`src/rtl/id_ex_stage.sv`:
```
// ID/EX pipeline register: write-back bypass on register reads, operand-B select,
// and ALU control decode, with hazard-unit stall (hold) and flush (bubble).
module id_ex_stage #(
  parameter int XLEN   = 32,
  parameter int REG_AW = 5
) (
  input  logic              clk,
  input  logic              rst_n,
  input  logic              stall,
  input  logic              flush,
  input  logic              id_valid,
  input  logic [XLEN-1:0]   id_pc,
  input  logic [XLEN-1:0]   id_rs1_data,
  input  logic [XLEN-1:0]   id_rs2_data,
  input  logic [XLEN-1:0]   id_imm,
  input  logic [REG_AW-1:0] id_rs1,
  input  logic [REG_AW-1:0] id_rs2,
  input  logic [REG_AW-1:0] id_rd,
  input  logic [2:0]        id_funct3,
  input  logic              id_funct7_5,
  input  logic              id_r_type,
  input  logic [1:0]        id_alu_op,
  input  logic              id_alu_src,
  input  logic              id_reg_write,
  input  logic              id_mem_read,
  input  logic              id_mem_write,
  input  logic              id_mem_to_reg,
  input  logic              id_branch,
  input  logic              wb_reg_write,
  input  logic [REG_AW-1:0] wb_rd,
  input  logic [XLEN-1:0]   wb_data,
  output logic              ex_valid,
  output logic [XLEN-1:0]   ex_pc,
  output logic [XLEN-1:0]   ex_A,
  output logic [XLEN-1:0]   ex_B,
  output logic [XLEN-1:0]   ex_store_data,
  output logic [3:0]        ex_ALUcontrol,
  output logic [REG_AW-1:0] ex_rd,
  output logic [REG_AW-1:0] ex_rs1,
  output logic [REG_AW-1:0] ex_rs2,
  output logic              ex_reg_write,
  output logic              ex_mem_read,
  output logic              ex_mem_write,
  output logic              ex_mem_to_reg,
  output logic              ex_branch,
  output logic              ex_illegal
);

  localparam logic [3:0] ALU_ADD = 4'b0000;
  localparam logic [3:0] ALU_SUB = 4'b0001;
  localparam logic [3:0] ALU_AND = 4'b0010;
  localparam logic [3:0] ALU_OR  = 4'b0011;

  logic [XLEN-1:0] rs1_val;
  logic [XLEN-1:0] rs2_val;
  logic [XLEN-1:0] op_b;
  logic [3:0]      alu_ctrl;
  logic            unsupported;
  logic            bubble;
  logic            load_en;

  // Hazard interface: at each edge flush beats stall beats load. A flush or an
  // empty decode slot still loads data/indices but zeroes every control bit.
  assign bubble  = flush | ~id_valid;
  assign load_en = flush | ~stall;

  always_comb begin
    rs1_val = id_rs1_data;
    rs2_val = id_rs2_data;
    // x0 is hard-wired zero, so a write-back to it must never be bypassed
    if (wb_reg_write && (wb_rd != '0) && (wb_rd == id_rs1)) rs1_val = wb_data;
    if (wb_reg_write && (wb_rd != '0) && (wb_rd == id_rs2)) rs2_val = wb_data;
    op_b = id_alu_src ? id_imm : rs2_val;
  end

  always_comb begin
    alu_ctrl    = ALU_ADD;
    unsupported = 1'b0;
    unique case (id_alu_op)
      2'b00: alu_ctrl = ALU_ADD;
      2'b01: alu_ctrl = ALU_SUB;
      2'b10: begin
        unique case (id_funct3)
          3'b000:  alu_ctrl = (id_r_type && id_funct7_5) ? ALU_SUB : ALU_ADD;
          3'b111:  alu_ctrl = ALU_AND;
          3'b110:  alu_ctrl = ALU_OR;
          default: unsupported = 1'b1;
        endcase
      end
      default: unsupported = 1'b1;
    endcase
  end

  always_ff @(posedge clk or negedge rst_n) begin
    if (!rst_n) begin
      ex_valid      <= 1'b0;
      ex_pc         <= '0;
      ex_A          <= '0;
      ex_B          <= '0;
      ex_store_data <= '0;
      ex_ALUcontrol <= 4'b0000;
      ex_rd         <= '0;
      ex_rs1        <= '0;
      ex_rs2        <= '0;
      ex_reg_write  <= 1'b0;
      ex_mem_read   <= 1'b0;
      ex_mem_write  <= 1'b0;
      ex_mem_to_reg <= 1'b0;
      ex_branch     <= 1'b0;
      ex_illegal    <= 1'b0;
    end else if (load_en) begin
      ex_valid      <= ~bubble;
      ex_pc         <= id_pc;
      ex_A          <= rs1_val;
      ex_B          <= op_b;
      ex_store_data <= rs2_val;
      ex_ALUcontrol <= alu_ctrl;
      ex_rd         <= id_rd;
      ex_rs1        <= id_rs1;
      ex_rs2        <= id_rs2;
      ex_reg_write  <= id_reg_write  & ~bubble;
      ex_mem_read   <= id_mem_read   & ~bubble;
      ex_mem_write  <= id_mem_write  & ~bubble;
      ex_mem_to_reg <= id_mem_to_reg & ~bubble;
      ex_branch     <= id_branch     & ~bubble;
      ex_illegal    <= unsupported   & ~bubble;
    end
  end

endmodule

```
`config.mk`:
```
export PLATFORM = sky130hd
export DESIGN_NAME = id_ex_stage
export DESIGN_NICKNAME = d
export VERILOG_FILES = /design/src/rtl/id_ex_stage.sv
export SDC_FILE = /design/constraint.sdc
export NUM_CORES = 1
export LEC_CHECK = 0
export ABC_AREA = 1
export BUFFER_PORTS_ARGS = -buffer_cell sky130_fd_sc_hd__clkbuf_2
export CAP_MARGIN = 10
export CORE_MARGIN = 2
export CORE_UTILIZATION = 29
export DETAILED_ROUTE_END_ITERATION = 10
export RECOVER_POWER = 50
export SLEW_MARGIN = 25
export SYNTH_ARGS = -nofsm -noshare
export SYNTH_HDL_FRONTEND = slang
export SYNTH_SLANG_ARGS = --single-unit
```
`constraint.sdc`:
```
create_clock -name clk -period 0.8 [get_ports clk]
set_clock_uncertainty 0.05 [all_clocks]
set_input_delay 0.24 -clock clk [delete_from_list [all_inputs] [get_ports clk]]
set_output_delay 0.24 -clock clk [all_outputs]
set_load 0.05 [all_outputs]
```
==> impl_metrics.tcl <==
set metrics [dict create \
    cap_viol_max_count 0 \
    synth_area_sq_um 7440 \
    synth_flop_cell "sky130_fd_sc_hd__dfrtp_1" \
    design_power_total_w 0.0266 \
    cts_made_buffers 17 \
    share_of_final_layout_standard_cells_stronger_than_drive_strength_1 0.619 \
    clock_sinks 152 \
    num_vias 8853 \
    worst_setup_hold_path_clk_slew_ns 0.07 \
    critical_path.startpoint_type "flop" \
    synth_seq_cells 152 \
    fin_crit_sh 1.65 \
    pwr_density_cell_nw_per_um2 1690 \
    initialDrtViolationCount 549 \
    max_root_sink_buffers 2 \
    worstHoldPathType "in2reg" \
    unrepaired_setup_endpoints_after_global_routing "true" \
    cpPeakStageDelay_ns 0.43 \
    seq_area_frac_synth 0.511 \
    path_class "reg2out" \
    async_reset_ff_frac 1.00 \
    cp.arrival_ns 1.03 \
    io_pins 353 \
    clk_root_buffer_cell "sky130_fd_sc_hd__clkbuf_16" \
    initial_antenna_violation_count 1 \
    synth_top_area_cell "sky130_fd_sc_hd__dfrtp_1" \
    synthCells 1001 \
    netlist-cell-type-count 24 \
    critPathTopFamily "flip-flops" \
    width_of_the_die_microns 164 \
    tritoncts_clock_tree "yes" \
    hpwlAfterDp_microns 20400 \
    antenna_violating_nets_post_route 0 \
    synth.area.top_cells "sky130_fd_sc_hd__dfrtp_1, sky130_fd_sc_hd__nand2_1, sky130_fd_sc_hd__nand3_1" \
    failed_checks "negative setup slack" \
    buffer_ports.inserted 350 \
    clock.fmax_mhz 759 \
    vias_per_cell 4.84 \
    final_net_count 1686 \
    crit_path_cell_trace "clkbuf_16" \
    detail_route.first_pass.iterations 7 \
    vias_in_the_first_global_route 9008 \
    area_growth_pct 112 \
    number_of_placement_rows 58 \
    timing_max_transition_violations_final 0 \
    power.leakage_nw 7.80 \
    setup_violations 449 \
    most_common_library_cells_after_synthesis "sky130_fd_sc_hd__nand2_1, sky130_fd_sc_hd__dfrtp_1, sky130_fd_sc_hd__nand3_1" \
    wl_microns 36900 \
    remaining_drc_errors 0 \
    crit_path_top_delay_cell "sky130_fd_sc_hd__dfrtp_2" \
    initial_utilization 0.295 \
    period_minus_slack_ns 1.32 \
    clock_latency_ns 0.41 \
    chipHeight_microns 164 \
    layout.filler_cells 1944 \
    critical_path_peak_fanout 2 \
    grt-ovfl-total 0 \
    postSynthAreaPerCell_sq_um 7.43 \
    synth_edf_count 0 \
    layout.core_utilization 0.626 \
    finalHoldViolations 0 \
    cts_max_level 4 \
    leading_cell_type_by_number_of_instances_after_synthesis "sky130_fd_sc_hd__nand2_1" \
    finalWorstSetupSlack_ns -0.517 \
    synth_largest_type_area_fraction 0.511 \
    yosys_warnings 0 \
    setup-tns-final_ns -131.93 \
    timing.critical_path.buf_inv 1 \
    critPathRequiredTime_ns 0.51 \
    status "complete, but fails checks" \
    detail_route.wl_per_cell_microns 20.2 \
    grt_start_max_net_pins 55 \
    first_pass_grt_wire_length_microns 50900 \
    max-vdd-ir-drop_v 0.00108 \
    coreArea_sq_um 25200 \
    end_kind "primary output" \
    fp.dieArea_sq_um 27000 \
    place_congestion 0.845 \
    holdWs_ns 0.00910 \
    grt_use_total 0.250 \
]
## repair_timing
| action | CTS | global route |
|---|---|---|
| setup buffers | 30 | 24 |
| endpoints found under the setup margin | 301 | 328 |
| gates cloned | 23 | 6 |
| hold buffers | 42 | 0 |
| pin swaps | 100 | 107 |
| hold endpoints to repair | 193 | 0 |
| gates resized for setup | 528 | 322 |
## stage by stage
| step | cell area [sq um] | worst slack (ns) | std cells |
|---|---|---|---|
| 4_1_cts | 14800 | -0.539 | 1806 |
| 3_5_place_dp | 10600 | -0.856 | 1683 |
| 5_1_grt | 15800 | -0.555 | 1828 |
| 2_1_floorplan | 7910 | -0.456 | 1002 |
| 3_3_place_gp | 10600 | -0.843 | 1683 |
| 6_report | 15800 | -0.517 | 1828 |
## power breakdown
group / internal [W] / switching (W)
registers: 0.00850 / 0.000777
clock network: 0.00414 / 0.00365
logic: 0.00422 / 0.00536
total: 0.0169 / 0.00978
## placed cells by master (no fill, tap or decap), types with 3 or more instances in the layout
| cell type | instances |
|---|---|
| sky130_fd_sc_hd__dlygate4sd3_1 | 42 |
| sky130_fd_sc_hd__clkbuf_2 | 188 |
| sky130_fd_sc_hd__nor2_4 | 7 |
| sky130_fd_sc_hd__nand2_2 | 116 |
| sky130_fd_sc_hd__nor2_1 | 3 |
| sky130_fd_sc_hd__nand3_4 | 26 |
| sky130_fd_sc_hd__inv_2 | 3 |
| sky130_fd_sc_hd__nand3b_1 | 33 |
| sky130_fd_sc_hd__clkbuf_16 | 29 |
| sky130_fd_sc_hd__nand3_2 | 44 |
| sky130_fd_sc_hd__buf_16 | 19 |
| sky130_fd_sc_hd__nand2_4 | 60 |
| sky130_fd_sc_hd__buf_6 | 16 |
| sky130_fd_sc_hd__o21ai_0 | 32 |
| sky130_fd_sc_hd__clkinv_4 | 5 |
| sky130_fd_sc_hd__nand3_1 | 30 |
| sky130_fd_sc_hd__inv_6 | 5 |
| sky130_fd_sc_hd__buf_4 | 45 |
| sky130_fd_sc_hd__o21ai_1 | 4 |
| sky130_fd_sc_hd__inv_1 | 72 |
| sky130_fd_sc_hd__o21ai_2 | 5 |
| sky130_fd_sc_hd__xor2_1 | 3 |
| sky130_fd_sc_hd__xnor2_4 | 4 |
| sky130_fd_sc_hd__clkbuf_8 | 5 |
| sky130_fd_sc_hd__dfrtp_2 | 143 |
| sky130_fd_sc_hd__dfrtp_1 | 9 |
| sky130_fd_sc_hd__buf_12 | 52 |
| sky130_fd_sc_hd__nand2_1 | 334 |
| sky130_fd_sc_hd__buf_8 | 141 |
## tightest hold or removal path, stage by stage
cell	delay, ns
sky130_fd_sc_hd__buf_6	0.10
sky130_fd_sc_hd__nand2_2	0.05
sky130_fd_sc_hd__nand2_2	0.05
## worst paths after layout
path / startpoint / slack (ns) / cells past startpoint / to
max: ex_store_data[24]$_DFFE_PN0P_ / -0.52 / 1 / ex_store_data[24]
min: id_rs2[0] / 0.009 / 3 / ex_rs2[0]$_DFFE_PN0P_
max reg2reg: ex_pc[22]$_DFFE_PN0P_ / -0.04 / 3 / ex_pc[22]$_DFFE_PN0P_
min reg2reg: ex_store_data[27]$_DFFE_PN0P_ / 0.46 / 2 / ex_store_data[27]$_DFFE_PN0P_
max in group asynchronous: rst_n / -0.13 / 3 / ex_A[4]$_DFFE_PN0P_
min in group asynchronous: rst_n / 0.28 / 2 / ex_store_data[28]$_DFFE_PN0P_
## layer usage
metal | share of wire | vias up | global-route usage
met5 | 0 | - | 0
met4 | 0.035 | 0 | 0.0805
met3 | 0.078 | 93 | 0.0634
met2 | 0.50 | 448 | 0.434
met1 | 0.39 | 4238 | 0.302
li1 | - | 4074 | -
## cells by family after synthesis
family                     synth area share
and+or+nand+nor                       0.367
DFF                                   0.511
buffers and inverters                0.0758
AOI/OAI and AO/OA                    0.0311
xor gates and xnor gates            0.00942
adders and majority gates           0.00505
other                              0.000504
## layout make-up
cell class | count | area [sq um] | area share
sequential | 152 | 3980 | 0.252
inverter | 79 | 324 | 0.0205
clock inverter | 13 | 110 | 0.00698
tap | 330 | 413 | 0.0262
multi-input combinational | 713 | 4540 | 0.288
timing repair buffer | 521 | 5960 | 0.378
clock buffer | 19 | 443 | 0.0281
antenna | 1 | 2.50 | 0.000159
No activity file was read; power rests on OpenSTA's default activity.
